`config.mk`:
```
export PLATFORM = sky130hd
export DESIGN_NAME = data_memory_arbiter_flat
export DESIGN_NICKNAME = d
export VERILOG_FILES = /design/src/rtl/data_memory_arbiter_pkg.sv /design/src/rtl/data_memory_arbiter_if.sv /design/src/rtl/data_memory_arbiter.sv /design/src/flat_wrapper.sv
export SDC_FILE = /design/constraint.sdc
export NUM_CORES = 1
export LEC_CHECK = 0
export ABC_CLOCK_PERIOD_IN_PS = 2600
export CAP_MARGIN = 20
export CORE_AREA = 2 2 116 118
export CTS_CLUSTER_DIAMETER = 120
export DETAILED_ROUTE_END_ITERATION = 8
export DIE_AREA = 0 0 118 120
export PLACE_DENSITY = 0.65
export REMOVE_ABC_BUFFERS = 1
export SYNTH_ARGS = -nofsm -noshare
export SYNTH_HDL_FRONTEND = slang
export SYNTH_SLANG_ARGS = --single-unit
```
`constraint.sdc`:
```
create_clock -name clk -period 2.6 [get_ports clk]
set_clock_uncertainty 0.2 [all_clocks]
set_input_delay 0.52 -clock clk [delete_from_list [all_inputs] [get_ports clk]]
set_output_delay 0.52 -clock clk [all_outputs]
set_load 0.005 [all_outputs]
```
`src/rtl/data_memory_arbiter_pkg.sv`:
```
`default_nettype none
// ============================================================================
// Module      : data_memory_arbiter_pkg
// Description : Shared FSM encoding, memory window and counter constants for
//               the data memory arbiter.
// Revision    : 1.0 - initial release
// ============================================================================
package data_memory_arbiter_pkg;

  typedef enum logic [1:0] {
    ST_IDLE = 2'd0,
    ST_WAIT = 2'd1,
    ST_RESP = 2'd2
  } state_t;

  localparam int unsigned C_MEM_BASE  = 1024;
  localparam int unsigned C_MEM_SIZE  = 256;
  localparam int          C_CNT_WIDTH = 4;
  localparam logic [C_CNT_WIDTH-1:0] C_CNT_MAX = '1;

  // True when a byte address falls inside the populated memory window.
  function automatic logic addr_in_range(input logic [31:0] byte_addr);
    return (byte_addr >= C_MEM_BASE) && (byte_addr < (C_MEM_BASE + C_MEM_SIZE));
  endfunction

endpackage
`default_nettype wire

```
`src/rtl/data_memory_arbiter_if.sv`:
```
`default_nettype none
// ============================================================================
// Module      : data_memory_arbiter_if
// Description : Pipeline, secondary-requester and memory-port signals of the
//               data memory arbiter; slave = arbiter, master = surroundings.
// Revision    : 1.0 - initial release
// ============================================================================
interface data_memory_arbiter_if #(
  parameter int DATA_WIDTH = 32
);
  logic                  i_Pipe_Read_Enable;
  logic                  i_Pipe_Write_Enable;
  logic [DATA_WIDTH-1:0] i_Pipe_Address;
  logic [DATA_WIDTH-1:0] i_Pipe_Write_Data;
  logic [DATA_WIDTH-1:0] o_Pipe_Read_Data;
  logic                  o_Pipe_Stall;
  logic                  i_Sec_Request;
  logic                  i_Sec_Write;
  logic [DATA_WIDTH-1:0] i_Sec_Address;
  logic [DATA_WIDTH-1:0] i_Sec_Write_Data;
  logic                  o_Sec_Grant;
  logic [DATA_WIDTH-1:0] o_Sec_Read_Data;
  logic                  o_Sec_Read_Valid;
  logic                  o_Addr_Error;
  logic                  o_Mem_Write_Enable;
  logic                  o_Mem_Read_Enable;
  logic [DATA_WIDTH-1:0] o_Mem_Address;
  logic [DATA_WIDTH-1:0] o_Mem_Write_Data;
  logic [DATA_WIDTH-1:0] i_Mem_Read_Data;

  modport slave (
    input  i_Pipe_Read_Enable, i_Pipe_Write_Enable, i_Pipe_Address, i_Pipe_Write_Data,
    input  i_Sec_Request, i_Sec_Write, i_Sec_Address, i_Sec_Write_Data,
    input  i_Mem_Read_Data,
    output o_Pipe_Read_Data, o_Pipe_Stall,
    output o_Sec_Grant, o_Sec_Read_Data, o_Sec_Read_Valid, o_Addr_Error,
    output o_Mem_Write_Enable, o_Mem_Read_Enable, o_Mem_Address, o_Mem_Write_Data
  );

  modport master (
    output i_Pipe_Read_Enable, i_Pipe_Write_Enable, i_Pipe_Address, i_Pipe_Write_Data,
    output i_Sec_Request, i_Sec_Write, i_Sec_Address, i_Sec_Write_Data,
    output i_Mem_Read_Data,
    input  o_Pipe_Read_Data, o_Pipe_Stall,
    input  o_Sec_Grant, o_Sec_Read_Data, o_Sec_Read_Valid, o_Addr_Error,
    input  o_Mem_Write_Enable, o_Mem_Read_Enable, o_Mem_Address, o_Mem_Write_Data
  );

endinterface
`default_nettype wire

```
`src/rtl/data_memory_arbiter.sv`:
```
`default_nettype none
// ============================================================================
// Module      : data_memory_arbiter
// Description : Shares the data memory between the MEM stage (default owner)
//               and a single-word secondary requester with starvation bound.
//               Optional range check: DATA_MEMORY_ARBITER_ADDR_CHECK_EN.
// Revision    : 1.0 - initial release
// ============================================================================
module data_memory_arbiter
  import data_memory_arbiter_pkg::*;
#(
  parameter int DATA_WIDTH   = 32,
  parameter int STARVE_LIMIT = 4
) (
  input  logic                 clk,
  input  logic                 reset,
  data_memory_arbiter_if.slave bus
);

  state_t                  r_state;
  state_t                  w_state_next;
  logic [C_CNT_WIDTH-1:0]  r_cnt;
  logic [C_CNT_WIDTH-1:0]  w_cnt_next;
  logic                    w_pipe_active;
  logic                    w_grant;
  logic                    w_pipe_stall;
  logic                    w_raw_we;
  logic                    w_raw_re;
  logic                    w_addr_ok;
  logic [DATA_WIDTH-1:0]   w_mem_addr;
  logic [DATA_WIDTH-1:0]   w_mem_wdata;
  logic                    r_sec_read_valid;
  logic [DATA_WIDTH-1:0]   r_sec_read_data;

  always_comb begin
    w_pipe_active = bus.i_Pipe_Read_Enable | bus.i_Pipe_Write_Enable;
    w_grant       = (r_state == ST_WAIT) &&
                    (!w_pipe_active || (r_cnt == C_CNT_WIDTH'(STARVE_LIMIT)));
    w_pipe_stall  = w_grant & w_pipe_active;
  end

  // Memory port mux: the secondary owns the port only in its grant cycle.
  always_comb begin
    w_mem_addr  = bus.i_Pipe_Address;
    w_mem_wdata = bus.i_Pipe_Write_Data;
    w_raw_we    = bus.i_Pipe_Write_Enable;
    w_raw_re    = bus.i_Pipe_Read_Enable;
    if (w_grant) begin
      w_mem_addr  = bus.i_Sec_Address;
      w_mem_wdata = bus.i_Sec_Write_Data;
      w_raw_we    = bus.i_Sec_Write;
      w_raw_re    = !bus.i_Sec_Write;
    end
  end

`ifdef DATA_MEMORY_ARBITER_ADDR_CHECK_EN
  logic r_addr_err;

  assign w_addr_ok = addr_in_range(32'(w_mem_addr));

  always_ff @(posedge clk or negedge reset) begin
    if (!reset) begin
      r_addr_err <= 1'b0;
    end else begin
      r_addr_err <= (w_raw_we | w_raw_re) & !w_addr_ok;
    end
  end

  assign bus.o_Addr_Error = r_addr_err;
`else
  assign w_addr_ok        = 1'b1;
  assign bus.o_Addr_Error = 1'b0;
`endif

  assign bus.o_Mem_Address      = w_mem_addr;
  assign bus.o_Mem_Write_Data   = w_mem_wdata;
  assign bus.o_Mem_Write_Enable = w_raw_we & w_addr_ok;
  assign bus.o_Mem_Read_Enable  = w_raw_re & w_addr_ok;
  assign bus.o_Pipe_Stall       = w_pipe_stall;
  assign bus.o_Pipe_Read_Data   = (w_pipe_stall || !w_addr_ok) ? '0 : bus.i_Mem_Read_Data;
  assign bus.o_Sec_Grant        = w_grant;
  assign bus.o_Sec_Read_Data    = r_sec_read_data;
  assign bus.o_Sec_Read_Valid   = r_sec_read_valid;

  always_comb begin
    w_state_next = r_state;
    w_cnt_next   = r_cnt;
    case (r_state)
      ST_IDLE: begin
        if (bus.i_Sec_Request) w_state_next = ST_WAIT;
      end
      ST_WAIT: begin
        if (w_grant) begin
          w_state_next = ST_RESP;
          w_cnt_next   = '0;
        end else if (r_cnt != C_CNT_MAX) begin
          w_cnt_next = r_cnt + 1'b1;
        end
      end
      ST_RESP: begin
        w_state_next = bus.i_Sec_Request ? ST_WAIT : ST_IDLE;
      end
      default: begin
        w_state_next = ST_IDLE;
        w_cnt_next   = '0;
      end
    endcase
  end

  always_ff @(posedge clk or negedge reset) begin
    if (!reset) begin
      r_state <= ST_IDLE;
      r_cnt   <= '0;
    end else begin
      r_state <= w_state_next;
      r_cnt   <= w_cnt_next;
    end
  end

  // Read data is captured at the grant edge and held until the next read.
  always_ff @(posedge clk or negedge reset) begin
    if (!reset) begin
      r_sec_read_valid <= 1'b0;
      r_sec_read_data  <= '0;
    end else begin
      r_sec_read_valid <= w_grant & !bus.i_Sec_Write;
      if (w_grant && !bus.i_Sec_Write) begin
        r_sec_read_data <= w_addr_ok ? bus.i_Mem_Read_Data : '0;
      end
    end
  end

endmodule
`default_nettype wire
```
`src/flat_wrapper.sv`:
```
// flat-port wrapper written by rule: the top's interface ports become plain ports
module data_memory_arbiter_flat import data_memory_arbiter_pkg::*;
#(
  parameter int DATA_WIDTH   = 32,
  parameter int STARVE_LIMIT = 4
)
  (clk, reset, bus_i_Pipe_Read_Enable, bus_i_Pipe_Write_Enable, bus_i_Pipe_Address, bus_i_Pipe_Write_Data, bus_i_Sec_Request, bus_i_Sec_Write, bus_i_Sec_Address, bus_i_Sec_Write_Data, bus_i_Mem_Read_Data, bus_o_Pipe_Read_Data, bus_o_Pipe_Stall, bus_o_Sec_Grant, bus_o_Sec_Read_Data, bus_o_Sec_Read_Valid, bus_o_Addr_Error, bus_o_Mem_Write_Enable, bus_o_Mem_Read_Enable, bus_o_Mem_Address, bus_o_Mem_Write_Data);
  data_memory_arbiter_if #(.DATA_WIDTH(DATA_WIDTH)) bus_i ();
  input  logic clk;
  input  logic reset;
  input wire logic [$bits(bus_i.i_Pipe_Read_Enable)-1:0] bus_i_Pipe_Read_Enable;
  input wire logic [$bits(bus_i.i_Pipe_Write_Enable)-1:0] bus_i_Pipe_Write_Enable;
  input wire logic [$bits(bus_i.i_Pipe_Address)-1:0] bus_i_Pipe_Address;
  input wire logic [$bits(bus_i.i_Pipe_Write_Data)-1:0] bus_i_Pipe_Write_Data;
  input wire logic [$bits(bus_i.i_Sec_Request)-1:0] bus_i_Sec_Request;
  input wire logic [$bits(bus_i.i_Sec_Write)-1:0] bus_i_Sec_Write;
  input wire logic [$bits(bus_i.i_Sec_Address)-1:0] bus_i_Sec_Address;
  input wire logic [$bits(bus_i.i_Sec_Write_Data)-1:0] bus_i_Sec_Write_Data;
  input wire logic [$bits(bus_i.i_Mem_Read_Data)-1:0] bus_i_Mem_Read_Data;
  output wire logic [$bits(bus_i.o_Pipe_Read_Data)-1:0] bus_o_Pipe_Read_Data;
  output wire logic [$bits(bus_i.o_Pipe_Stall)-1:0] bus_o_Pipe_Stall;
  output wire logic [$bits(bus_i.o_Sec_Grant)-1:0] bus_o_Sec_Grant;
  output wire logic [$bits(bus_i.o_Sec_Read_Data)-1:0] bus_o_Sec_Read_Data;
  output wire logic [$bits(bus_i.o_Sec_Read_Valid)-1:0] bus_o_Sec_Read_Valid;
  output wire logic [$bits(bus_i.o_Addr_Error)-1:0] bus_o_Addr_Error;
  output wire logic [$bits(bus_i.o_Mem_Write_Enable)-1:0] bus_o_Mem_Write_Enable;
  output wire logic [$bits(bus_i.o_Mem_Read_Enable)-1:0] bus_o_Mem_Read_Enable;
  output wire logic [$bits(bus_i.o_Mem_Address)-1:0] bus_o_Mem_Address;
  output wire logic [$bits(bus_i.o_Mem_Write_Data)-1:0] bus_o_Mem_Write_Data;
  assign bus_i.i_Pipe_Read_Enable = bus_i_Pipe_Read_Enable;
  assign bus_i.i_Pipe_Write_Enable = bus_i_Pipe_Write_Enable;
  assign bus_i.i_Pipe_Address = bus_i_Pipe_Address;
  assign bus_i.i_Pipe_Write_Data = bus_i_Pipe_Write_Data;
  assign bus_i.i_Sec_Request = bus_i_Sec_Request;
  assign bus_i.i_Sec_Write = bus_i_Sec_Write;
  assign bus_i.i_Sec_Address = bus_i_Sec_Address;
  assign bus_i.i_Sec_Write_Data = bus_i_Sec_Write_Data;
  assign bus_i.i_Mem_Read_Data = bus_i_Mem_Read_Data;
  assign bus_o_Pipe_Read_Data = bus_i.o_Pipe_Read_Data;
  assign bus_o_Pipe_Stall = bus_i.o_Pipe_Stall;
  assign bus_o_Sec_Grant = bus_i.o_Sec_Grant;
  assign bus_o_Sec_Read_Data = bus_i.o_Sec_Read_Data;
  assign bus_o_Sec_Read_Valid = bus_i.o_Sec_Read_Valid;
  assign bus_o_Addr_Error = bus_i.o_Addr_Error;
  assign bus_o_Mem_Write_Enable = bus_i.o_Mem_Write_Enable;
  assign bus_o_Mem_Read_Enable = bus_i.o_Mem_Read_Enable;
  assign bus_o_Mem_Address = bus_i.o_Mem_Address;
  assign bus_o_Mem_Write_Data = bus_i.o_Mem_Write_Data;
  data_memory_arbiter #(.DATA_WIDTH(DATA_WIDTH), .STARVE_LIMIT(STARVE_LIMIT)) u_core (.clk(clk), .reset(reset), .bus(bus_i));
endmodule
```
# Yosys cells after proc, flatten, opt, wreduce, memory -nomap -nowiden
# Index checks and enable logic that the tools add are counted.
dict set report op_classes {
  div 0
  n_reduce_logical 9
  order_cmp 0
  n_eq_ne 7
  addsub 1
  n_bitwise 4
  mux 12
  n_mul 0
  n_shift 0
}
# op count
set ops {}
lappend ops {{$mux 32} 3}
lappend ops {{$mux 4} 2}
lappend ops {{$pmux 4 s2} 1}
lappend ops {{$pmux 2 s3} 1}
lappend ops {{$add 4x1->4 const B} 1}
lappend ops {{$eq 4x3->1 const B} 1}
lappend ops {{$mux 2} 2}
lappend ops {{$ne 4x4->1 const B} 1}
lappend ops {{$reduce_and 2->1} 2}
lappend ops {{$mux 1} 3}
lappend ops {{$ne 3x2->1 const B} 1}
lappend ops {{$and 1x1->1} 2}
lappend ops {{$eq 2x1->1 const B} 1}
lappend ops {{$eq 2x2->1 const B} 1}
lappend ops {{$logic_and 1x1->1} 2}
lappend ops {{$logic_not 1->1} 2}
lappend ops {{$logic_not 2->1} 1}
lappend ops {{$ne 2x1->1 const B} 1}
lappend ops {{$ne 2x2->1 const B} 1}
lappend ops {{$reduce_or 2->1} 1}
lappend ops {{$logic_or 1x1->1} 1}
lappend ops {{$not 1->1} 1}
lappend ops {{$or 1x1->1} 1}
dict set report totals {
  latchBits 0
  mem_bits_ro 0
  mem_bits_rw 0
  out_inout_bits 134
  input_bits 166
  word_cells 37
  ff_bits 39
  mem_count 0
}

# Logic depth before layout (Yosys ltp)
dict set report depth {
  depth_word 6
  depth_mapped 7
  depth_no_buf 5
}

# Worst setup path after synthesis
# Ideal clock, no wire load.
dict set report synth_timing {
  path_kind {register to output}
  from {register u_core.r_cnt[0]}
  to {output bus_o_Mem_Address[17]}
  t_required_ns 1.880
  slack_ns 0.141
  arrival_time_ns 1.739
  stages_incl_launch_ff 8
  path_buffers 2
  cell_sequence {dfrtp_1 -> inv_1 -> ha_1 -> and3b_1 -> o21ai_1 -> buf_4 -> buf_6 -> mux2_1}
}
dict set report synth_via {
  elab_chain_cells 4
}
# item line_no
set synth_lines {}
lappend synth_lines {{from (decl)} data_memory_arbiter.sv:22} ;# logic [C_CNT_WIDTH-1:0] r_cnt;
lappend synth_lines {{from (signal assigned)} data_memory_arbiter.sv:116} ;# r_cnt <= w_cnt_next;
lappend synth_lines {{$eq 4x3->1} data_memory_arbiter.sv:38} ;# (!w_pipe_active || (r_cnt == C_CNT_WIDTH'(STARVE_LIMIT)));
lappend synth_lines {{$logic_or 1x1->1} data_memory_arbiter.sv:38}
lappend synth_lines {{$logic_and 1x1->1} data_memory_arbiter.sv:37} ;# w_grant = (r_state == ST_WAIT) &&
lappend synth_lines {{$mux 32} data_memory_arbiter.sv:48} ;# if (w_grant) begin
lappend synth_lines {{to (decl)} flat_wrapper.sv:28} ;# output wire logic [$bits(bus_i.o_Mem_Address)-1:0] bus_o_Mem_Address;
# Every way passes these cells.

# Worst setup path in the final report
dict set report layout_timing {
  from {register u_core.r_cnt[0]}
  to {output bus_o_Mem_Address[3]}
}
# The elaborated chain is that of the path after synthesis.

==> results.yml <==
run_status:
  status: "finished with violations"
  violations: "negative setup slack"
die:
  num_rows: 42
  die_area_um2: 14160
  die_y_um: 120
  die_w_um: 118
  core_um2: 12980
  initial_utilization_pct: 21.17
  num_io_pins: 300
job:
  maxCapViolations: 0
timing:
  setup_ws_ps: -234.4
  hold_viol: 0
  hold_slack_ps: 162.9
  setup_viol: 90
  tightest_slew_ps: 880.3
  fmaxAchievable_mhz: 352.8
  fin_setup_tns_ps: -12940
  drv_slew: 0
  period_share_pct: 109.0
  fin_crit_ps: 2834
  slew_headroom_pct: 41.31
  rsz0062_at_grt: "true"
final_layout:
  drive_gt1_share_pct: 43.41
  area_delta_synth_final_pct: 150.2
  seqCellArea_um2: 975.9
  fillers: 1150
  diodes: 0
  multiInputGateArea_um2: 1892
  nNetsFinal: 736
worst_setup_path:
  r2r_start: "u_core.r_cnt[0]"
  crit_type: "reg -> out"
  cp-end-kind: "output port"
  critical_path_arrival_ps: 2110
  crit_path_start: "u_core.r_cnt[0]"
  crit_fanout: 8
  crit_required_ps: 1880
  cp_common_cell: "buf_12"
  path_cells: "inv_2, ha_4, and3b_2, o21ai_4, buf_12, buf_12, clkbuf_16, mux2_4, buf_6"
  cp_slowest_stage_delay_ps: 350
  crit_slowest_cell: "dfrtp_1"
  cp-start-kind: "flip-flop"
synthesis:
  synth_ff_type: "dfrtp_1"
  ys_ff_latch: 39
  synth_area_um2: 2748
  synth_cells: 220
  synth_edf_count: 0
  ys_seq_area_share_pct: 35.52
  async_flop_share_pct: 100.0
  ys_warn_count: 0
  synth.avg_cell_area_um2: 12.49
  synth_cell_types: 33
hold_path:
  hold_class: "in -> async"
global_routing:
  grt_overflow: 0
  track_usage_pct: 18.37
  grt_pass1_wl_mm: 20.29
  grt_max_degree: 40
  antenna_found_initial: 0
  grt_pass1_vias: 3454
cts:
  cts_buffers: 5
  cts_sinks: 39
  cts_tree: "yes"
  path_clk_slew_ps: 60
  cts_max_level: 2
  root_buffer: "clkbuf_16"
  cts_max_path_buffers: 2
  cts_hold_buffers: 0
  clk_latency_ps: 280
routing:
  drcViolationCount: 0
  drt_iter0_markers: 82
  drtPass1Iterations: 4
  vias: 3167
  routedWlPerCell_um: 18.57
  viasPerCell: 4.251
  wl_mm: 13.84
  ant_nets: 0
power_and_ir_drop:
  finalPower_w: 0.004710
  p_per_area_nw_per_um2: 685.2
  ir_worst_vdd_mv: 0.3024
  leakagePower_nw: 3.337
placement:
  place_congestion: 0.8420
  dpl_worst_slack_ps: -531.6
  port_buffers: 298
  dp_hpwl_mm: 10.73
-- final timing paths --
| check | cells past startpoint | end | slack (ps) |
|---|---|---|---|
| min in group clk | 1 | u_core.bus.o_Sec_Read_Data[23] | 290 |
| setup / recovery | 9 | bus_o_Mem_Address[3] | -230 |
| max in group asynchronous | 1 | u_core.bus.o_Sec_Read_Data[2] | 1490 |
| hold reg to reg | 1 | u_core.bus.o_Sec_Read_Data[23] | 290 |
| hold / removal | 1 | u_core.bus.o_Sec_Read_Data[17] | 160 |
| setup reg to reg | 8 | u_core.bus.o_Sec_Read_Data[25] | 310 |
-- where the power goes --
part	internal (W)	switching [W]
Combinational	0.00205	0.000931
Clock	0.000452	0.000242
Sequential	0.000889	0.000149
Total	0.00339	0.00132
-- sequential cells by signal, indices dropped and copies added (netlist names) --
register                     flops
u_core.r_state                   2
u_core.bus.o_Sec_Read_Data      32
u_core.bus.o_Sec_Read_Valid      1
u_core.r_cnt                     4
-- timing repair --
action                                  4_1_cts  5_1_grt
pin swaps                                     4        2
setup buffers                                25       13
resized for setup                           424       56
hold endpoints to repair                      0        0
endpoints found under the setup margin      100       98
gates cloned                                  3        3
-- worst max-delay path: cells and delay by family (launching register included) --
family / cells / cell delay [ps]
buffers and inverters: 5 / 610
adders and majority gates: 1 / 150
AOI/OAI and AO/OA: 1 / 190
muxes: 1 / 300
and+or+nand+nor: 1 / 230
DFF: 1 / 350
-- metal layers --
layer	routed length, um	vias to the layer above	track usage (%)
met5	0	-	0
met4	246	0	4.518
met3	1273	18	6.654
met2	7552	186	35.65
met1	4766	1492	18.52
li1	-	1471	-
-- cells in the final DEF, fill, tap and decap left out, types with 5 or more instances in the layout --
cell type and instances:
mux2_1 9, buf_6 74, buf_4 26, clkdlybuf4s50_1 195, mux2_4 88, clkbuf_2 11, buf_2 10, inv_2 5
clkbuf_16 8, buf_12 6, dfrtp_1 39, dlygate4sd2_1 24, nor2b_1 32
-- cells in the mapped netlist (3+ instances only) --
library cell  number  area share, %
inv_2              3           0.41
mux2_1            69             28
dfrtp_1           39             36
buf_6              6            2.5
buf_4              3           0.82
mux2_4            28             15
nor2b_1           33            7.5
inv_1              3           0.41
buf_2              7            1.3
-- final cells by class --
cell class	instances	share of cell area (%)
Inverter	6	0.3276
Clock inverter	3	0.6371
Timing Repair Buffer	357	52.29
Sequential cell	39	14.20
Tap cell	176	3.203
Multi-Input combinational cell	159	27.52
Clock buffer	5	1.820
-- cells by family after synthesis --
| kind of cell | synth area share (%) |
|---|---|
| simple gates | 11.48 |
| fa+ha+maj | 0.9106 |
| flops | 35.52 |
| other cells | 0.1365 |
| compound gates | 2.595 |
| mux | 43.99 |
| buf+inv | 5.373 |
-- metrics by stage --
| step | std cells | utilization, % | instance area [um2] |
|---|---|---|---|
| floorplan | 204 | - | 2623 |
| global placement | 701 | 46.69 | 6061 |
| detailed placement | 701 | 46.69 | 6061 |
| CTS | 737 | 51.90 | 6736 |
| global route | 745 | 52.96 | 6874 |
| finish | 745 | 52.96 | 6874 |
No activity file was read; power rests on OpenSTA's default activity.
